$ cat config.mk
export PLATFORM = sky130hd
export DESIGN_NAME = led_fade_pwm_flat
export DESIGN_NICKNAME = d
export VERILOG_FILES = /design/src/rtl/led_fade_pwm_if.sv /design/src/rtl/led_fade_pwm.sv /design/src/flat_wrapper.sv
export SDC_FILE = /design/constraint.sdc
export NUM_CORES = 1
export LEC_CHECK = 0
export BUFFER_PORTS_ARGS = -buffer_cell sky130_fd_sc_hd__buf_4
export CAP_MARGIN = 0
export CELL_PAD_IN_SITES_DETAIL_PLACEMENT = 1
export CELL_PAD_IN_SITES_GLOBAL_PLACEMENT = 2
export CORE_ASPECT_RATIO = 1.5
export CORE_MARGIN = 2
export CORE_UTILIZATION = 39
export CTS_CLUSTER_DIAMETER = 80
export CTS_CLUSTER_SIZE = 12
export DETAILED_ROUTE_END_ITERATION = 10
export PLACE_DENSITY = 0.85
export RECOVER_POWER = 25
export SLEW_MARGIN = 25
export SYNTH_ARGS = -nofsm -noshare
export SYNTH_HDL_FRONTEND = slang
export SYNTH_SLANG_ARGS = --single-unit
$ cat constraint.sdc
create_clock -name clk -period 4.4 [get_ports clk]
set_input_delay 1.1 -clock clk [delete_from_list [all_inputs] [get_ports clk]]
set_output_delay 1.1 -clock clk [all_outputs]
set_load 0.005 [all_outputs]
$ cat src/rtl/led_fade_pwm_if.sv
// led_fade_pwm_if
//   Command channel into the LED fader.
//   cmd_valid  master->slave  command present
//   cmd_ready  slave->master  command accepted when cmd_valid && cmd_ready
//   cmd_chan   master->slave  0=R 1=G 2=B 3=all three
//   cmd_level  master->slave  target duty 0..255
interface led_fade_pwm_if;
    logic       cmd_valid;
    logic       cmd_ready;
    logic [1:0] cmd_chan;
    logic [7:0] cmd_level;

    modport master (
        output cmd_valid,
        output cmd_chan,
        output cmd_level,
        input  cmd_ready
    );

    modport slave (
        input  cmd_valid,
        input  cmd_chan,
        input  cmd_level,
        output cmd_ready
    );
endinterface

$ cat src/rtl/led_fade_pwm.sv
// led_fade_pwm
//   Drives three LED pins with 8-bit PWM. Each channel's duty ramps one step
//   toward its commanded target every FADE_DIV PWM periods, so colour changes
//   fade smoothly instead of jumping.
// Ports
//   clk     system clock
//   rst     synchronous reset, active high
//   cmd     command channel (slave side): valid/ready, channel select, level
//   busy    high while any channel is still fading
//   LED_R   PWM output, red
//   LED_G   PWM output, green
//   LED_B   PWM output, blue
// Parameters
//   CLK_DIV      prescaler terminal count; one PWM tick every CLK_DIV+1 clk
//   FADE_DIV     PWM periods per fade step (>=1)
//   ACTIVE_HIGH  1: LED on drives 1; 0: LED on drives 0
module led_fade_pwm #(
    parameter int CLK_DIV     = 195,
    parameter int FADE_DIV    = 4,
    parameter bit ACTIVE_HIGH = 1'b1
) (
    input  logic          clk,
    input  logic          rst,
    led_fade_pwm_if.slave cmd,
    output logic          busy,
    output logic          LED_R,
    output logic          LED_G,
    output logic          LED_B
);

    localparam int   PRE_W   = (CLK_DIV > 0) ? $clog2(CLK_DIV + 1) : 1;
    localparam int   FADE_W  = (FADE_DIV > 1) ? $clog2(FADE_DIV) : 1;
    localparam logic LED_OFF = ~ACTIVE_HIGH;

    typedef enum logic {
        S_IDLE = 1'b0,
        S_FADE = 1'b1
    } state_t;

    state_t            r_state;
    logic              r_busy;
    logic              r_ready;
    logic [PRE_W-1:0]  r_prescaler;
    logic [7:0]        r_pwm_cnt;
    logic [FADE_W-1:0] r_fade_cnt;
    logic [2:0][7:0]   r_duty;
    logic [2:0][7:0]   r_target;
    logic [2:0]        r_led;

    logic              w_tick;
    logic              w_period_end;
    logic              w_accept;
    logic              w_fade_last;
    logic              w_step;
    logic [2:0]        w_sel;
    logic [2:0]        w_on;
    logic [2:0]        w_neq;
    logic [2:0][7:0]   w_target_next;
    logic [2:0][7:0]   w_duty_step;
    logic [2:0][7:0]   w_duty_next;

    assign w_tick       = (r_prescaler == PRE_W'(CLK_DIV));
    assign w_period_end = w_tick && (r_pwm_cnt == 8'hFF);
    assign w_accept     = cmd.cmd_valid && r_ready;
    assign w_fade_last  = (r_fade_cnt == FADE_W'(FADE_DIV - 1));
    // Duty only moves on a period boundary, so a PWM period never sees
    // two different duty values.
    assign w_step       = (r_state == S_FADE) && w_period_end && w_fade_last;

    generate
        for (genvar gi = 0; gi < 3; gi++) begin : g_chan
            assign w_sel[gi] = w_accept &&
                               ((cmd.cmd_chan == 2'd3) || (cmd.cmd_chan == 2'(gi)));

            assign w_target_next[gi] = w_sel[gi] ? cmd.cmd_level : r_target[gi];

            // Step toward the target held before this edge; a command landing
            // on the same edge only influences the following step. Stopping at
            // the target means duty can never wrap past 0 or 255.
            assign w_duty_step[gi] = (r_duty[gi] < r_target[gi]) ? r_duty[gi] + 8'd1 :
                                     (r_duty[gi] > r_target[gi]) ? r_duty[gi] - 8'd1 :
                                                                   r_duty[gi];

            assign w_duty_next[gi] = w_step ? w_duty_step[gi] : r_duty[gi];

            // Fading is finished once every channel sits on its (new) target.
            assign w_neq[gi] = (w_duty_next[gi] != w_target_next[gi]);

            // 255 is forced solid; pwm_cnt never exceeds 255 so the compare
            // alone would leave one dark tick per period.
            assign w_on[gi] = (r_duty[gi] == 8'hFF) || (r_pwm_cnt < r_duty[gi]);
        end
    endgenerate

    always_ff @(posedge clk) begin
        if (rst) begin
            r_duty   <= '0;
            r_target <= '0;
            r_led    <= {3{LED_OFF}};
        end else begin
            r_duty   <= w_duty_next;
            r_target <= w_target_next;
            r_led    <= w_on ^ {3{LED_OFF}};
        end
    end

    always_ff @(posedge clk) begin
        if (rst) begin
            r_state     <= S_IDLE;
            r_busy      <= 1'b0;
            r_ready     <= 1'b0;
            r_prescaler <= '0;
            r_pwm_cnt   <= '0;
            r_fade_cnt  <= '0;
        end else begin
            r_ready <= 1'b1;

            if (w_tick) begin
                r_prescaler <= '0;
                r_pwm_cnt   <= r_pwm_cnt + 8'd1;
            end else begin
                r_prescaler <= r_prescaler + 1'b1;
            end

            case (r_state)
                S_IDLE: begin
                    // Held at zero so a fade always starts with a full
                    // FADE_DIV-period wait before its first step.
                    r_fade_cnt <= '0;
                    if (|w_neq) begin
                        r_state <= S_FADE;
                        r_busy  <= 1'b1;
                    end
                end
                S_FADE: begin
                    if (w_period_end) begin
                        r_fade_cnt <= w_fade_last ? '0 : r_fade_cnt + 1'b1;
                    end
                    // Covers both a final step and a retarget onto the
                    // current duty values.
                    if (~|w_neq) begin
                        r_state <= S_IDLE;
                        r_busy  <= 1'b0;
                    end
                end
                default: begin
                    r_state <= S_IDLE;
                    r_busy  <= 1'b0;
                end
            endcase
        end
    end

    assign cmd.cmd_ready = r_ready;
    assign busy          = r_busy;
    assign LED_R         = r_led[0];
    assign LED_G         = r_led[1];
    assign LED_B         = r_led[2];

endmodule
$ cat src/flat_wrapper.sv
// flat-port wrapper written by rule: the top's interface ports become plain ports
module led_fade_pwm_flat 
#(
    parameter int CLK_DIV     = 195,
    parameter int FADE_DIV    = 4,
    parameter bit ACTIVE_HIGH = 1'b1
)
  (clk, rst, busy, LED_R, LED_G, LED_B, cmd_cmd_valid, cmd_cmd_chan, cmd_cmd_level, cmd_cmd_ready);
  led_fade_pwm_if cmd_i ();
  input  logic clk;
  input  logic rst;
  output logic busy;
  output logic LED_R;
  output logic LED_G;
  output logic LED_B;
  input wire logic [$bits(cmd_i.cmd_valid)-1:0] cmd_cmd_valid;
  input wire logic [$bits(cmd_i.cmd_chan)-1:0] cmd_cmd_chan;
  input wire logic [$bits(cmd_i.cmd_level)-1:0] cmd_cmd_level;
  output wire logic [$bits(cmd_i.cmd_ready)-1:0] cmd_cmd_ready;
  assign cmd_i.cmd_valid = cmd_cmd_valid;
  assign cmd_i.cmd_chan = cmd_cmd_chan;
  assign cmd_i.cmd_level = cmd_cmd_level;
  assign cmd_cmd_ready = cmd_i.cmd_ready;
  led_fade_pwm #(.CLK_DIV(CLK_DIV), .FADE_DIV(FADE_DIV), .ACTIVE_HIGH(ACTIVE_HIGH)) u_core (.clk(clk), .rst(rst), .cmd(cmd_i), .busy(busy), .LED_R(LED_R), .LED_G(LED_G), .LED_B(LED_B));
endmodule
## Yosys cells after proc, flatten, opt, wreduce, memory -nomap -nowiden

Index checks and enable logic that the tools add are counted.

| storage, ports and cells | value |
|---|---|
| output and inout bits | 5 |
| register bits | 72 |
| input port bits | 13 |

| operators by class | value |
|---|---|
| muxes and demuxes | 20 |
| order comparisons | 9 |
| reductions and logical operators | 17 |
| equal/unequal tests | 15 |
| bitwise operators | 1 |
| add/subtract/negate cells | 9 |

Operators by type and width:

| operator | number |
|---|---|
| 8-bit 2-to-1 mux | 12 |
| 8-bit less-than comparator | 6 |
| 8-bit by 1-bit adder with 8-bit output (second input constant) | 5 |
| 8-bit equality test (second input constant) | 5 |
| 8-bit greater-than comparator | 3 |
| 8-bit inequality test | 3 |
| 8-bit by 1-bit subtractor with 8-bit output (second input constant) | 3 |
| 1-bit logical AND | 7 |
| 2-bit equality test (second input constant) | 3 |
| 1-bit logical OR | 6 |
| 1-bit 2-to-1 mux | 4 |
| 2-bit 2-to-1 mux | 2 |
| 2-bit inequality test (second input constant) | 2 |
| 2-bit one-hot mux with 2 select lines | 1 |
| 3-bit OR reduction | 1 |
| 2-bit by 1-bit adder with 2-bit output (second input constant) | 1 |
| 2-bit by 1-bit equality test with 1-bit output (second input constant) | 1 |
| 2-bit zero test | 1 |
| 2-bit by 1-bit inequality test with 1-bit output (second input constant) | 1 |
| 1-bit one-hot mux with 2 select lines | 1 |
| 2-bit AND reduction | 1 |
| 2-bit OR reduction | 1 |
| 1-bit NOT | 1 |

## Longest topological paths before layout

Gate-level depths: netlist (run 1).

| logic depth | value |
|---|---|
| word-level depth | 9 |
| depth in mapped cells | 12 |
| mapped depth without buffers | 12 |

## Worst setup path after synthesis (run 1)

No wires, ideal clock.

| path | value |
|---|---|
| path type | in2reg |
| start | input cmd_cmd_chan[0] |
| end | register u_core.r_busy, in the netlist u_core.busy |
| library setup time | 0.131 ns |
| slack | 0.612 ns |
| path buffers | 0 |
| stages on the path | 11 |
| required time | 4.269 ns |
| arrival time | 3.656 ns |
| cells stage by stage | inv_1 -> ha_1 -> nand3_1 -> mux2i_1 -> or3_1 -> mux2i_1 -> or3_1 -> nor4_1 -> nand3b_1 -> a2111oi_2 -> nor3_1 |

| between the ends | value |
|---|---|
| cells in the longest elaborated chain, start to end | 8 |
| elaborated cells on any way between the ends | 20 |

Ends and longest elaborated chain:

| what | line | RTL |
|---|---|---|
| start: declaration | flat_wrapper.sv:17 | `input wire logic [$bits(cmd_i.cmd_chan)-1:0] cmd_cmd_chan;` |
| 2-bit equality test, or another cell as far along | led_fade_pwm.sv:73 | `((cmd.cmd_chan == 2'd3) \|\| (cmd.cmd_chan == 2'(gi)));` |
| 1-bit logical OR | led_fade_pwm.sv:73 |  |
| 1-bit logical AND | led_fade_pwm.sv:72 | `assign w_sel[gi] = w_accept &&` |
| 8-bit 2-to-1 mux | led_fade_pwm.sv:75 | `assign w_target_next[gi] = w_sel[gi] ? cmd.cmd_level : r_target[gi];` |
| 8-bit inequality test | led_fade_pwm.sv:87 | `assign w_neq[gi] = (w_duty_next[gi] != w_target_next[gi]);` |
| 3-bit OR reduction * | led_fade_pwm.sv:130, led_fade_pwm.sv:141 |  |
| 2-bit inequality test (no source line) or 2-bit by 1-bit inequality test with 1-bit output (tied branches) | - |  |
| 2-bit AND reduction (no source line) * | - |  |
| end signal: assignment | led_fade_pwm.sv:132 | `r_busy <= 1'b1;` |
| end signal: assignment | led_fade_pwm.sv:143 | `r_busy <= 1'b0;` |
| end signal: assignment | led_fade_pwm.sv:148 | `r_busy <= 1'b0;` |
| end: declaration | led_fade_pwm.sv:41 | `logic r_busy;` |

Every way passes the cells marked *; elsewhere a longest branch is shown, timed or not.
A chain may end at the register's enable or synchronous reset.

## Final worst setup path (run 1)

| path | value |
|---|---|
| start | register u_core.r_duty[0] in the netlist's numbering |
| end | register u_core.r_busy, in the netlist u_core.busy |

| between the ends | value |
|---|---|
| cells in the longest elaborated chain, start to end | 8 |
| elaborated cells on any way between the ends | 12 |

Ends and longest elaborated chain:

| what | line | RTL |
|---|---|---|
| start: declaration | led_fade_pwm.sv:46 | `logic [2:0][7:0] r_duty;` |
| start signal: assignment | led_fade_pwm.sv:101 | `r_duty <= w_duty_next;` |
| 8-bit by 1-bit subtractor with 8-bit output or 8-bit greater-than comparator (tied branches) | led_fade_pwm.sv:81 | `(r_duty[gi] > r_target[gi]) ? r_duty[gi] - 8'd1 :` |
| 8-bit 2-to-1 mux | led_fade_pwm.sv:81 |  |
| 8-bit 2-to-1 mux | led_fade_pwm.sv:80 | `assign w_duty_step[gi] = (r_duty[gi] < r_target[gi]) ? r_duty[gi] + 8'd1 :` |
| 8-bit 2-to-1 mux * | led_fade_pwm.sv:84 | `assign w_duty_next[gi] = w_step ? w_duty_step[gi] : r_duty[gi];` |
| 8-bit inequality test * | led_fade_pwm.sv:87 |  |
| 3-bit OR reduction * | led_fade_pwm.sv:130, led_fade_pwm.sv:141 |  |
| 2-bit inequality test (no source line) or 2-bit by 1-bit inequality test with 1-bit output (tied branches) | - |  |
| 2-bit AND reduction (no source line) * | - |  |

Marks and branches as above.

==> metrics.cfg, run 1 <==
[sta]
setup_viol = 0
grt_setup_unrepaired = no
fin_skew_ps = 7.18
layout_min_cycle_time_ps = 4070
finalCritPeriodShare_pct = 92.5
fin_tns_setup_ps = 0
hold_viol_final = 0
whs_ps = 465
maxSlewHeadroom_pct = 49.9
slew_viol_final = 0
timing.fmax_ghz = 0.246
tightest_slew_ps = 752

[clock_tree]
clk_latency_ps = 350
cts_buffers = 9
ctsResizeCount = 0
clkTransAtPathRegs_ps = 60
cts_tree = built
cts-hold-fix-buffers = 0
cts_setup_buffers = 0
clk_path_buf_depth = 2
htreeDepth = 3
cts.sinks = 72
cts_root_buf = clkbuf_16

[layout]
area_growth_pct = 11.9
drive_above_1_share_pct = 8.46
finalNetCount = 774
antenna_cells = 0

[critical_path]
r2r_slack_ps = 330
worstReg2RegEnd = u_core.busy
crit_end = u_core.busy
crit_path_end_kind = flop
r2r_cells = 13
crit_type = reg2reg
worstPathArrival_ps = 4270
r2r_start = u_core.r_duty[0]
crit_start = u_core.r_duty[0]
worstPathRequired_ps = 4600
crit_path_max_fanout = 7
start_kind = flop

[yosys]
syn_area_um2 = 5480
yosys_register_bits = 72
ys_seq_area_share_pct = 26.3
postSynthCellCount = 679
ys_warn_count = 0
ys_async_sr_fraction_pct = 0
synth_edf_count = 0
yosysUniqueCellTypes = 69
avgSynthCellArea_um2 = 8.08
synth_ff_type = dfxtp_1
syn-num-nets = 749

[drt]
drt_pass1_iterations = 5
finalWirelength_um = 18400
drc_errors = 0
wire_per_inst_um = 21.1
viasPerCell = 5.97
ant_nets = 0
vias = 5218
drtIter0Drc = 233

[floorplan]
die_y_um = 149
row_count = 53
pin_count = 18
die_area_um2 = 15000
initial_core_util_pct = 39.6
fp.dieW_um = 101
core_area_um2 = 13900

[power_and_ir_drop]
leakage_nw = 2.53
ir_worst_vdd_mv = 0.181
p_per_area_nw_per_um2 = 277

[global_route]
grt_pass1_vias = 5541
grt_pass1_wl_um = 29500
antenna_found_initial = 0
grt_max_degree = 62
grt_usage_pct = 25.5
grt_remaining_overflow = 0

[run_status]
status = finished clean

[place]
routabilityCongestion = 0.917
portBuffers = 17
dp_hpwl_um = 14400

[job]
drv_cap = 0

[min_path]
min_path_type = reg2reg

## worst max-delay path: stages (launching register included)
cell	delay, ps
dfxtp_1	490
inv_1	220
ha_1	320
nand4_1	100
or2_1	210
nand3_1	170
a2111oi_0	660
buf_4	240
mux2i_1	60
or3_1	360
nor4_1	430
nand3b_1	160
a2111oi_2	390
nor3_1	100
## cells in the mapped netlist (all sizes together), types with 8 or more instances
master	number	share of area, %
dfxtp	72	26
nand4	19	2.2
a21oi	29	2.6
or2	9	1.0
nor4	8	1.2
mux2i	33	6.0
nor2	95	6.5
ha	57	13
o211ai	9	1.2
nand2	42	2.9
inv	56	3.8
or3	10	1.1
nor3	21	1.9
nand3	23	2.1
xnor2	30	4.8
xor2	10	1.6
o21ai	20	1.8
clkbuf	10	0.68
a21o	20	2.7
## sequential cells by signal, summed over array words and instances (netlist names)
| signal | cells |
|---|---|
| u_core.r_target | 24 |
| u_core.cmd.cmd_ready | 1 |
| u_core.r_prescaler | 8 |
| u_core.r_duty | 24 |
| u_core.r_state | 1 |
| u_core.r_fade_cnt | 2 |
| u_core.busy | 1 |
| u_core.r_led | 3 |
| u_core.r_pwm_cnt | 8 |
## report_power, final
group	switching [mW]	internal, mW
Sequential	0.0115	0.665
Clock	0.333	0.452
Combinational	0.151	0.0877
Total	0.495	1.20
## how the worst min path moves through the flow
stage                                     start                    end  cells past startpoint
final                     u_core.r_prescaler[0]  u_core.r_prescaler[0]                      1
after global routing      u_core.r_prescaler[0]  u_core.r_prescaler[0]                      1
after CTS                 u_core.r_prescaler[0]  u_core.r_prescaler[0]                      1
after detailed placement  u_core.r_prescaler[0]  u_core.r_prescaler[0]                      1
after global placement    u_core.r_prescaler[0]  u_core.r_prescaler[0]                      1
after floorplan           u_core.r_prescaler[0]  u_core.r_prescaler[0]                      1
## through the flow
stage          cells  worst slack, ps  utilization, %  instance area (µm²)  power, mW
4_1_cts          874              227            44.4                 6150       1.71
3_5_place_dp     858              250            42.1                 5840      0.928
3_3_place_gp     858              246            42.1                 5840      0.921
5_1_grt          874             16.8            44.3                 6140       1.78
2_1_floorplan    679              612               -                 5480      0.851
6_report         874              330            44.3                 6140       1.70
## per-layer routing
metal / vias to the layer above / GRT usage [%] / part of all wire (%)
li1: 2504 / - / -
met1: 2537 / 27.7 / 39
met2: 124 / 46.9 / 53
met3: 53 / 3.42 / 2.9
met4: 0 / 13.3 / 4.9
met5: - / 0 / 0
## placed cells by master, fill, tap and decap left out, types with 4 or more instances in the layout
cell type | netlist | final
nor4_1 | 7 | 7
and4_1 | 5 | 5
or2_2 | 8 | 7
clkbuf_4 | 0 | 5
nand3_1 | 23 | 23
and2_1 | 7 | 7
mux2_2 | 5 | 5
a311oi_1 | 4 | 4
a21o_1 | 20 | 20
o21ai_0 | 17 | 17
nor3_1 | 21 | 21
dfxtp_1 | 72 | 72
nor2_1 | 95 | 95
inv_1 | 56 | 56
nand4_1 | 19 | 19
clkbuf_16 | 0 | 9
and3_1 | 6 | 6
or3_1 | 10 | 10
ha_1 | 57 | 57
xor2_1 | 10 | 10
o211ai_1 | 9 | 9
buf_4 | 0 | 19
o2111ai_1 | 4 | 4
nand2_1 | 41 | 41
a21oi_1 | 29 | 29
xnor2_1 | 30 | 30
nor2b_1 | 5 | 5
o21a_1 | 6 | 6
mux2i_1 | 33 | 33
nand2b_1 | 7 | 7
## area by class of cell
cell class | count | area, µm²
Fill cell | 1683 | 7720
Clock inverter | 7 | 86.3
Inverter | 56 | 210
Tap cell | 165 | 206
Multi-Input combinational cell | 538 | 3780
Timing Repair Buffer | 27 | 191
Sequential cell | 72 | 1440
Clock buffer | 9 | 225
## logic make-up after synthesis
logic type	count (synthesis)	share of synthesized area, %
xor+xnor	41	6.80
mux	39	7.26
buf+inv	69	4.88
fa+ha+maj	57	13.0
flops	72	26.3
compound gates	131	17.0
simple gates	270	24.8
Note: power is estimated with default switching activity, not from simulation.
==> run 2: changes to the inputs <==
- CORE_MARGIN: 2 -> 1
==> run 2 against run 1 <==
- total power decreased by 0.57%
- combinational power grew 3%
- core utilization is 0.76 points higher
- worst setup slack worse by 70 ps
- sequential share of layout area about the same
- worst hold slack improved by 5.5 ps
- flip-flop and latch count is the same
- fmax is 1.7% lower
- cell area shrank 0.20%
==> metrics.cfg, run 2 (same netlist as run 1, synthesis figures left out) <==
[global_route]
grt_pass1_wl_um = 30200
grt_remaining_overflow = 0
antenna_found_initial = 0
grt_max_degree = 62
grt_usage_pct = 27.3
grt_pass1_vias = 5714

[critical_path]
cp_slowest_cell = a2111oi_0
crit_path_end_kind = flop
crit_type = reg2reg
crit_path_max_fanout = 7
cp_num_buf_inv = 2
crit_start = u_core.r_duty[0]
max_stage_delay_ps = 590
r2r_start = u_core.r_duty[0]
start_kind = flop
path_cells = inv_1, ha_1, nand4_1, or2_1, nand3_1, a2111oi_0, buf_4, mux2i_1, or3_1, nor4_1, nand3b_1, a2111oi_2, nor3_1
worstPathRequired_ps = 4600
cp_top_family = simple AND/OR/NAND/NOR gates
worstPathArrival_ps = 4340

[place]
portBuffers = 17
routabilityCongestion = 0.900
dp_hpwl_um = 14700

[sta]
slew_viol_final = 0
fin_tns_setup_ps = 0
grt_setup_unrepaired = no
hold_viol_final = 0
maxSlewHeadroom_pct = 50.4
finalCritPeriodShare_pct = 94.1
fin_skew_ps = 7.61
tightest_slew_ps = 744
setup_viol = 0
timing.fmax_ghz = 0.242
layout_min_cycle_time_ps = 4140

[layout]
layout_commonest_cell = nor2_1
top_regs = u_core.r_duty: 24 flops, u_core.r_target: 24 flops
drive_above_1_share_pct = 8.32
finalNetCount = 774
area_growth_pct = 11.7
seq_area_um2 = 1440
mostFrequentLayoutCells = 95 x nor2_1, 72 x dfxtp_1, 57 x ha_1
multi_input_area_um2 = 3780
n_fill_cell = 1673
antenna_cells = 0

[clock_tree]
clk_latency_ps = 350
htreeDepth = 3
clk_path_buf_depth = 2
cts_setup_buffers = 0
cts_buffers = 9
cts_tree = built
clkTransAtPathRegs_ps = 60
cts.sinks = 72
cts_root_buf = clkbuf_16

[floorplan]
row_count = 52
fp.dieW_um = 98.8
pin_count = 18
initial_core_util_pct = 40.3
die_y_um = 147
die_area_um2 = 14500
core_area_um2 = 13600

[drt]
vias = 5264
wire_per_inst_um = 21.5
finalWirelength_um = 18800
drtIter0Drc = 191
ant_nets = 0
drc_errors = 0
viasPerCell = 6.04
drt_pass1_iterations = 4

[min_path]
min_from = u_core.r_prescaler[0]
min_path_type = reg2reg

[power_and_ir_drop]
leakage_nw = 2.52
ir_worst_vdd_mv = 0.161
power.total_mw = 1.69
p_per_area_nw_per_um2 = 276

[job]
drv_cap = 0

[run_status]
status = finished clean

-- run 2: final timing paths --
kind / slack, ps / to / cells after the start
setup / recovery: 260 / u_core.busy / 13
hold / removal: 470 / u_core.r_prescaler[0] / 1
setup reg to reg: 260 / u_core.busy / 13
hold reg to reg: 470 / u_core.r_prescaler[0] / 1
-- run 2: area by class of cell --
cell class / instances / share of cell area [%]
Multi-Input combinational cell: 538 / 61.7
Inverter: 56 / 3.43
Clock buffer: 10 / 3.90
Tap cell: 162 / 3.31
Sequential cell: 72 / 23.5
Timing Repair Buffer: 27 / 3.06
Clock inverter: 6 / 1.10
-- run 2: routing by layer --
metal  part of all wire, %  GRT usage [%]  wire [µm]
met5                     0              0          0
met1                    40           29.2       7470
met4                   5.9           17.2       1100
met2                    52           49.7       9700
met3                   2.6           3.95        487
-- run 2: report_power, final --
| group | total (mW) | internal [mW] | switching, mW |
|---|---|---|---|
| Clock | 0.769 | 0.457 | 0.313 |
| Combinational | 0.244 | 0.0878 | 0.156 |
| Sequential | 0.677 | 0.665 | 0.0125 |
-- run 2: per-stage QoR --
| step | hold slack (ps) | util (%) | instances | setup slack, ps | instance area [µm²] |
|---|---|---|---|---|---|
| floorplan | 430 | - | 679 | 612 | 5480 |
| global placement | 442 | 42.9 | 855 | 436 | 5830 |
| detailed placement | 457 | 42.9 | 855 | 113 | 5830 |
| CTS | 473 | 45.1 | 871 | 280 | 6140 |
| global route | 510 | 45.0 | 871 | 57.1 | 6120 |
| finish | 471 | 45.0 | 871 | 260 | 6120 |
-- run 2: timing repair --
action                                  in CTS  in global routing
hold buffers                                 0                  0
resized for setup                            0                  1
endpoints found under the setup margin       0                  1
